==> src/rtl/alu_mul_sequencer.sv <==
// Shares the EXE-stage ALU between the pipeline and an iterative shift-add multiplier.
// Optional feature macro: ALU_SEQ_EARLY_TERM_EN (ends the multiply once the multiplier is exhausted).
module alu_mul_sequencer #(
    parameter int unsigned WIDTH   = 32,
    parameter int unsigned CNT_W   = 6,
    parameter logic [3:0]  CMD_SUM = 4'b0010
) (
    input  logic             clk,
    input  logic             rst,
    input  logic [WIDTH-1:0] pipe_val1,
    input  logic [WIDTH-1:0] pipe_val2,
    input  logic [3:0]       pipe_exe_cmd,
    input  logic             pipe_carry,
    input  logic             mul_start,
    input  logic [WIDTH-1:0] mul_op_a,
    input  logic [WIDTH-1:0] mul_op_b,
    input  logic [WIDTH-1:0] alu_res,
    input  logic [3:0]       alu_status,
    output logic [WIDTH-1:0] alu_val1,
    output logic [WIDTH-1:0] alu_val2,
    output logic [3:0]       alu_exe_cmd,
    output logic             alu_carry_in,
    output logic [3:0]       pipe_status,
    output logic             stall,
    output logic             mul_busy,
    output logic             mul_done,
    output logic [WIDTH-1:0] mul_result,
    output logic [3:0]       mul_status
);

    typedef enum logic [1:0] {
        S_IDLE,
        S_RUN,
        S_DONE
    } state_t;

    state_t           state;
    state_t           state_next;
    logic [WIDTH-1:0] acc;
    logic [WIDTH-1:0] mcand;
    logic [WIDTH-1:0] mplier;
    logic [CNT_W-1:0] cnt;
    logic             last_iter;

`ifdef ALU_SEQ_EARLY_TERM_EN
    // An exhausted multiplier contributes nothing further, so the multiply can finish early.
    assign last_iter = (cnt == CNT_W'(WIDTH - 1)) || (mplier == '0);
`else
    assign last_iter = (cnt == CNT_W'(WIDTH - 1));
`endif

    always_ff @(posedge clk) begin
        if (rst) begin
            state <= S_IDLE;
        end else begin
            state <= state_next;
        end
    end

    always_comb begin
        state_next   = state;
        alu_val1     = pipe_val1;
        alu_val2     = pipe_val2;
        alu_exe_cmd  = pipe_exe_cmd;
        alu_carry_in = pipe_carry;
        pipe_status  = '0;
        stall        = 1'b0;
        mul_busy     = 1'b0;
        mul_done     = 1'b0;
        unique case (state)
            S_IDLE: begin
                pipe_status = alu_status;
                if (mul_start) begin
                    state_next = S_RUN;
                end
            end
            S_RUN: begin
                alu_val1     = acc;
                alu_val2     = mcand;
                alu_exe_cmd  = CMD_SUM;
                alu_carry_in = 1'b0;
                stall        = 1'b1;
                mul_busy     = 1'b1;
                if (last_iter) begin
                    state_next = S_DONE;
                end
            end
            S_DONE: begin
                alu_val1     = '0;
                alu_val2     = '0;
                alu_exe_cmd  = CMD_SUM;
                alu_carry_in = 1'b0;
                stall        = 1'b1;
                mul_busy     = 1'b1;
                mul_done     = 1'b1;
                state_next   = S_IDLE;
            end
            default: begin
                state_next = S_IDLE;
            end
        endcase
    end

    // Datapath: the ALU sum output is folded back into acc only for set multiplier bits.
    always_ff @(posedge clk) begin
        if (rst) begin
            acc        <= '0;
            mcand      <= '0;
            mplier     <= '0;
            cnt        <= '0;
            mul_result <= '0;
            mul_status <= '0;
        end else begin
            unique case (state)
                S_IDLE: begin
                    if (mul_start) begin
                        acc    <= '0;
                        mcand  <= mul_op_a;
                        mplier <= mul_op_b;
                        cnt    <= '0;
                    end
                end
                S_RUN: begin
                    if (mplier[0]) begin
                        acc <= alu_res;
                    end
                    mcand  <= mcand << 1;
                    mplier <= mplier >> 1;
                    cnt    <= cnt + CNT_W'(1);
                end
                S_DONE: begin
                    mul_result <= acc;
                    mul_status <= {acc[WIDTH-1], acc == '0, 2'b00};
                end
                default: begin
                end
            endcase
        end
    end

endmodule
==> config.mk <==
export PLATFORM = sky130hd
export DESIGN_NAME = alu_mul_sequencer
export DESIGN_NICKNAME = d
export VERILOG_FILES = /design/src/rtl/alu_mul_sequencer.sv
export SDC_FILE = /design/constraint.sdc
export NUM_CORES = 1
export LEC_CHECK = 0
export BUFFER_PORTS_ARGS = -buffer_cell sky130_fd_sc_hd__buf_2
export CAP_MARGIN = 20
export CORE_UTILIZATION = 45
export CTS_BUF_LIST = sky130_fd_sc_hd__clkbuf_2 sky130_fd_sc_hd__clkbuf_4 sky130_fd_sc_hd__clkbuf_8
export DETAILED_ROUTE_END_ITERATION = 16
export PLACE_DENSITY_LB_ADDON = 0.08
export RECOVER_POWER = 100
export SKIP_LAST_GASP = 1
export SYNTH_ARGS = -nofsm -noshare
export SYNTH_HDL_FRONTEND = slang
export SYNTH_SLANG_ARGS = --single-unit
==> constraint.sdc <==
create_clock -name clk -period 2.01 [get_ports clk]
set_clock_uncertainty 0.15 [all_clocks]
set_input_delay 0.3015 -clock clk [delete_from_list [all_inputs] [get_ports clk]]
set_output_delay 0.3015 -clock clk [all_outputs]
set_load 0.005 [all_outputs]
==> impl_results.html <==
<table>
<tr><th>Metric</th><th>Value</th></tr>
<tr><th colspan="2">Logic synthesis</th></tr>
<tr><td>Share of synthesized registers carrying an async set or reset</td><td>0%</td></tr>
<tr><td>Yosys synthesis warning count</td><td>0</td></tr>
<tr><td>Dominant synthesized flop cell</td><td>sky130_fd_sc_hd__dfxtp_1</td></tr>
<tr><td>Count of cell types in the netlist</td><td>44</td></tr>
<tr><td>Synthesized area per cell</td><td>7.97 um^2</td></tr>
<tr><td>Cell taking the most area after synthesis</td><td>sky130_fd_sc_hd__dfxtp_1</td></tr>
<tr><td>Seq cells post-synth</td><td>137</td></tr>
<tr><td>Largest cells by area after synthesis</td><td>sky130_fd_sc_hd__dfxtp_1, sky130_fd_sc_hd__mux2i_1, sky130_fd_sc_hd__nor2_1, sky130_fd_sc_hd__o21ai_0, sky130_fd_sc_hd__nand3_1</td></tr>
<tr><td>Post-synthesis instance area</td><td>0.00691 mm^2</td></tr>
<tr><td>Cells after synthesis</td><td>866</td></tr>
<tr><td>Post-synth EDFFs</td><td>0</td></tr>
<tr><td>Fraction of synthesized cell area taken by the top area cell type</td><td>39.7%</td></tr>
<tr><td>Sequential cell area fraction in the yosys report</td><td>39.7%</td></tr>
<tr><th colspan="2">Global route</th></tr>
<tr><td>Overall routing resource usage</td><td>25.9%</td></tr>
<tr><td>First-pass GRT wire length</td><td>33200 um</td></tr>
<tr><td>Number of antenna violations at the first check in global routing</td><td>0</td></tr>
<tr><td>Overflow after GRT</td><td>0</td></tr>
<tr><td>Largest net degree at the start of global routing</td><td>140</td></tr>
<tr><td>Vias in the first global route</td><td>6521</td></tr>
<tr><th colspan="2">Place</th></tr>
<tr><td>Count of port buffers added during placement</td><td>281</td></tr>
<tr><td>Cells after DPL</td><td>1275</td></tr>
<tr><td>Post-place setup slack</td><td>0.0554 ns</td></tr>
<tr><td>Post-placement cell area</td><td>0.00853 mm^2</td></tr>
<tr><td>Final estimated routing congestion in global placement</td><td>0.789</td></tr>
<tr><td>Detailed placement HPWL</td><td>13200 um</td></tr>
<tr><th colspan="2">Timing</th></tr>
<tr><td>Fin Setup TNS</td><td>-13.83 ns</td></tr>
<tr><td>Final cycle utilization of the critical path</td><td>116%</td></tr>
<tr><td>Fin. Hold Viols</td><td>0</td></tr>
<tr><td>Final Max Tran Viols</td><td>0</td></tr>
<tr><td>Time the worst path needs with I/O delays and setup</td><td>2.33 ns</td></tr>
<tr><td>Transition time at the pin with the least slew margin</td><td>0.669 ns</td></tr>
<tr><td>Fmax</td><td>0.430 GHz</td></tr>
<tr><td>Setup violation total in the final timing report</td><td>71</td></tr>
<tr><td>Unrepaired setup endpoints after global routing</td><td>true</td></tr>
<tr><td>Headroom to the max-slew limit</td><td>55.4%</td></tr>
<tr><td>Worst path setup slack after routing</td><td>-0.317 ns</td></tr>
<tr><th colspan="2">Clocking</th></tr>
<tr><td>Root buffer selected by CTS</td><td>sky130_fd_sc_hd__clkbuf_8</td></tr>
<tr><td>Clk slew on worst S/H paths</td><td>0.07 ns</td></tr>
<tr><td>CTS tree</td><td>built</td></tr>
<tr><td>Number of buffers created by CTS</td><td>17</td></tr>
<tr><td>TritonCTS sink count</td><td>137</td></tr>
<tr><td>Max Root-Sink Buffers</td><td>2</td></tr>
<tr><td>Clk_lat worst skew</td><td>0.44 ns</td></tr>
<tr><td>Max H-tree Level</td><td>4</td></tr>
<tr><th colspan="2">Drt</th></tr>
<tr><td>DRC</td><td>0</td></tr>
<tr><td>Initial DRC count</td><td>539</td></tr>
<tr><td>DR WL/cell</td><td>15.9 um</td></tr>
<tr><td>Total via count after detailed routing</td><td>7304</td></tr>
<tr><td>Number of vias per cell</td><td>5.31</td></tr>
<tr><td>Post-Route WL</td><td>21800 um</td></tr>
<tr><td>Antenna violation net count after detailed routing</td><td>0</td></tr>
<tr><td>Pre-antenna DRT Iters</td><td>5</td></tr>
<tr><th colspan="2">Die</th></tr>
<tr><td>Number of top-level pins</td><td>284</td></tr>
<tr><td>DIE AREA</td><td>0.0158 mm^2</td></tr>
<tr><td>Height of the die</td><td>126 um</td></tr>
<tr><td>Cell row count</td><td>44</td></tr>
<tr><td>Core ar.</td><td>0.0148 mm^2</td></tr>
<tr><td>Initial cell density of the core</td><td>46.8%</td></tr>
<tr><td>Horiz. Die Dim</td><td>126 um</td></tr>
<tr><th colspan="2">Pwr</th></tr>
<tr><td>Power density over the cells</td><td>1340 mW/mm^2</td></tr>
<tr><td>Leak Pwr</td><td>4.41 nW</td></tr>
<tr><td>Maximum ir drop on the vdd rail</td><td>0.710 mV</td></tr>
<tr><th colspan="2">Worst setup path</th></tr>
<tr><td>Critical path startpoint</td><td>state[0]$_SDFFE_PP0P_</td></tr>
<tr><td>Setup slack on the worst flop-to-flop path</td><td>0.07 ns</td></tr>
<tr><td>CP startpoint kind</td><td>register</td></tr>
<tr><td>CP endpoint kind</td><td>primary output</td></tr>
<tr><td>Maximum fanout along the worst path</td><td>6</td></tr>
<tr><td>Critical path class</td><td>register to primary output</td></tr>
<tr><td>Data required time of the critical path</td><td>1.56 ns</td></tr>
<tr><td>Reg-to-reg critical path startpoint</td><td>state[1]$_SDFFE_PP0P_</td></tr>
<tr><td>Data arrival time of the worst path</td><td>1.88 ns</td></tr>
<tr><td>R2r worst-path depth</td><td>9</td></tr>
<tr><th colspan="2">Cells and area</th></tr>
<tr><td>Finished Core Util</td><td>68.0%</td></tr>
<tr><td>Most used cells in the layout excluding fill and tap cells</td><td>sky130_fd_sc_hd__buf_2, sky130_fd_sc_hd__nor2_1, sky130_fd_sc_hd__dfxtp_1</td></tr>
<tr><td>Fill cell instance count of the final layout</td><td>1290</td></tr>
<tr><td>Final non-filler cell total</td><td>1376</td></tr>
<tr><td>Post-layout instance area</td><td>0.0100 mm^2</td></tr>
<tr><td>Area growth syn-to-layout</td><td>45.2%</td></tr>
<tr><td>Fraction of final layout cells with drive strength greater than 1</td><td>34.1%</td></tr>
<tr><td>Nets</td><td>1355</td></tr>
<tr><td>ANT cells</td><td>0</td></tr>
<tr><td>Most frequent standard cell in the layout excluding fill and tap cells</td><td>sky130_fd_sc_hd__buf_2</td></tr>
<tr><th colspan="2">Status</th></tr>
<tr><td>Violations in the final reports</td><td>setup timing</td></tr>
<tr><td>Result of the run</td><td>complete, but fails checks</td></tr>
<tr><th colspan="2">Hold path</th></tr>
<tr><td>Count of cells along the worst hold path</td><td>3</td></tr>
<tr><td>Worst hold path class</td><td>primary input to register</td></tr>
<tr><td>Startpoint of the worst hold path</td><td>mul_op_a[31]</td></tr>
<tr><th colspan="2">Run</th></tr>
<tr><td>Number of violations of the max-capacitance limit</td><td>0</td></tr>
</table>
==> per-stage QoR <==
step                      hold WS, ns  power, mW
after global placement          0.301       9.19
after floorplan                 0.282       7.17
final                          0.0402       13.5
after detailed placement        0.299       9.21
after global routing           0.0277       14.3
after CTS                      0.0179       12.3
==> cell type report <==
| class | count | area (um^2) | share of cell area, % |
|---|---|---|---|
| sequential | 137 | 2750 | 27.4 |
| timing repair buffer | 378 | 2610 | 26.0 |
| clock inverter | 12 | 149 | 1.48 |
| multi-input combinational | 577 | 3780 | 37.6 |
| inverter | 68 | 255 | 2.54 |
| clock buffer | 20 | 263 | 2.62 |
| tap | 184 | 230 | 2.30 |
==> cells in the mapped netlist (2+ instances only) <==
library cell	instances
sky130_fd_sc_hd__a2111oi_0	14
sky130_fd_sc_hd__a2111oi_1	16
sky130_fd_sc_hd__a211oi_1	31
sky130_fd_sc_hd__a21oi_1	7
sky130_fd_sc_hd__a22oi_1	33
sky130_fd_sc_hd__and2_1	4
sky130_fd_sc_hd__buf_1	6
sky130_fd_sc_hd__buf_2	26
sky130_fd_sc_hd__buf_4	10
sky130_fd_sc_hd__buf_6	2
sky130_fd_sc_hd__clkbuf_1	40
sky130_fd_sc_hd__dfxtp_1	137
sky130_fd_sc_hd__ha_1	4
sky130_fd_sc_hd__inv_1	67
sky130_fd_sc_hd__mux2i_1	65
sky130_fd_sc_hd__nand2_1	3
sky130_fd_sc_hd__nand2b_1	6
sky130_fd_sc_hd__nand3_1	69
sky130_fd_sc_hd__nand3b_1	31
sky130_fd_sc_hd__nor2_1	161
sky130_fd_sc_hd__nor2b_1	5
sky130_fd_sc_hd__nor3_1	3
sky130_fd_sc_hd__nor4_1	7
sky130_fd_sc_hd__nor4b_1	2
sky130_fd_sc_hd__o21ai_0	97
sky130_fd_sc_hd__or4_1	2
==> power by group <==
group	total [mW]	internal [mW]	switching, mW
Clock	2.35	1.28	1.07
Sequential	3.92	3.36	0.564
Combinational	7.21	3.56	3.65
Total	13.5	8.20	5.28
==> cells by family (layout without fill, tap and decap cells) <==
group,Yosys count,after routing,share of synthesized area (%)
multiplexers,66,66,9.59
AO/OA/AOI/OAI,205,205,19.5
other,1,2,0.0543
flip-flops,137,137,39.7
AND/OR/NAND/NOR,300,300,20.8
adder cells (fa/ha/maj),4,4,0.725
buffers and inverters,153,478,9.57
==> final timing paths <==
path	endpoint
min	mcand[31]$_SDFFE_PP0P_
min reg2reg	mplier[31]$_SDFFE_PP0P_
max reg2reg	mplier[30]$_SDFFE_PP0P_
max	alu_val1[18]
==> state kept, by name, summed over array words and instances, names as in the netlist <==
| signal | count |
|---|---|
| state | 2 |
| mul_status | 2 |
| mplier | 32 |
| mcand | 32 |
| acc | 32 |
| mul_result | 31 |
| cnt | 6 |
==> repair_timing <==
item / CTS / global route
cloned: 4 / 9
buffers inserted: 17 / 6
pin swaps: 1 / 10
gates resized for setup: 30 / 87
setup endpoints to repair: 76 / 124
hold buffers: 34 / 0
endpoints found under the hold margin: 34 / 0
==> worst max-delay path, stage by stage, from the launching register on <==
cell,delay (ns)
sky130_fd_sc_hd__dfxtp_2,0.36
sky130_fd_sc_hd__inv_2,0.06
sky130_fd_sc_hd__ha_4,0.35
sky130_fd_sc_hd__buf_12,0.17
sky130_fd_sc_hd__clkbuf_16,0.15
sky130_fd_sc_hd__nand3_1,0.09
sky130_fd_sc_hd__o21ai_1,0.12
sky130_fd_sc_hd__buf_2,0.14
==> metal layers <==
layer,track usage [%],up-vias,part of all wire [%]
li1,-,3640,-
met1,34.1,3390,44
met2,42.5,252,48
met3,6.29,22,5.8
met4,6.80,0,1.2
met5,0,-,0
Power figures use the tool's default switching activity.
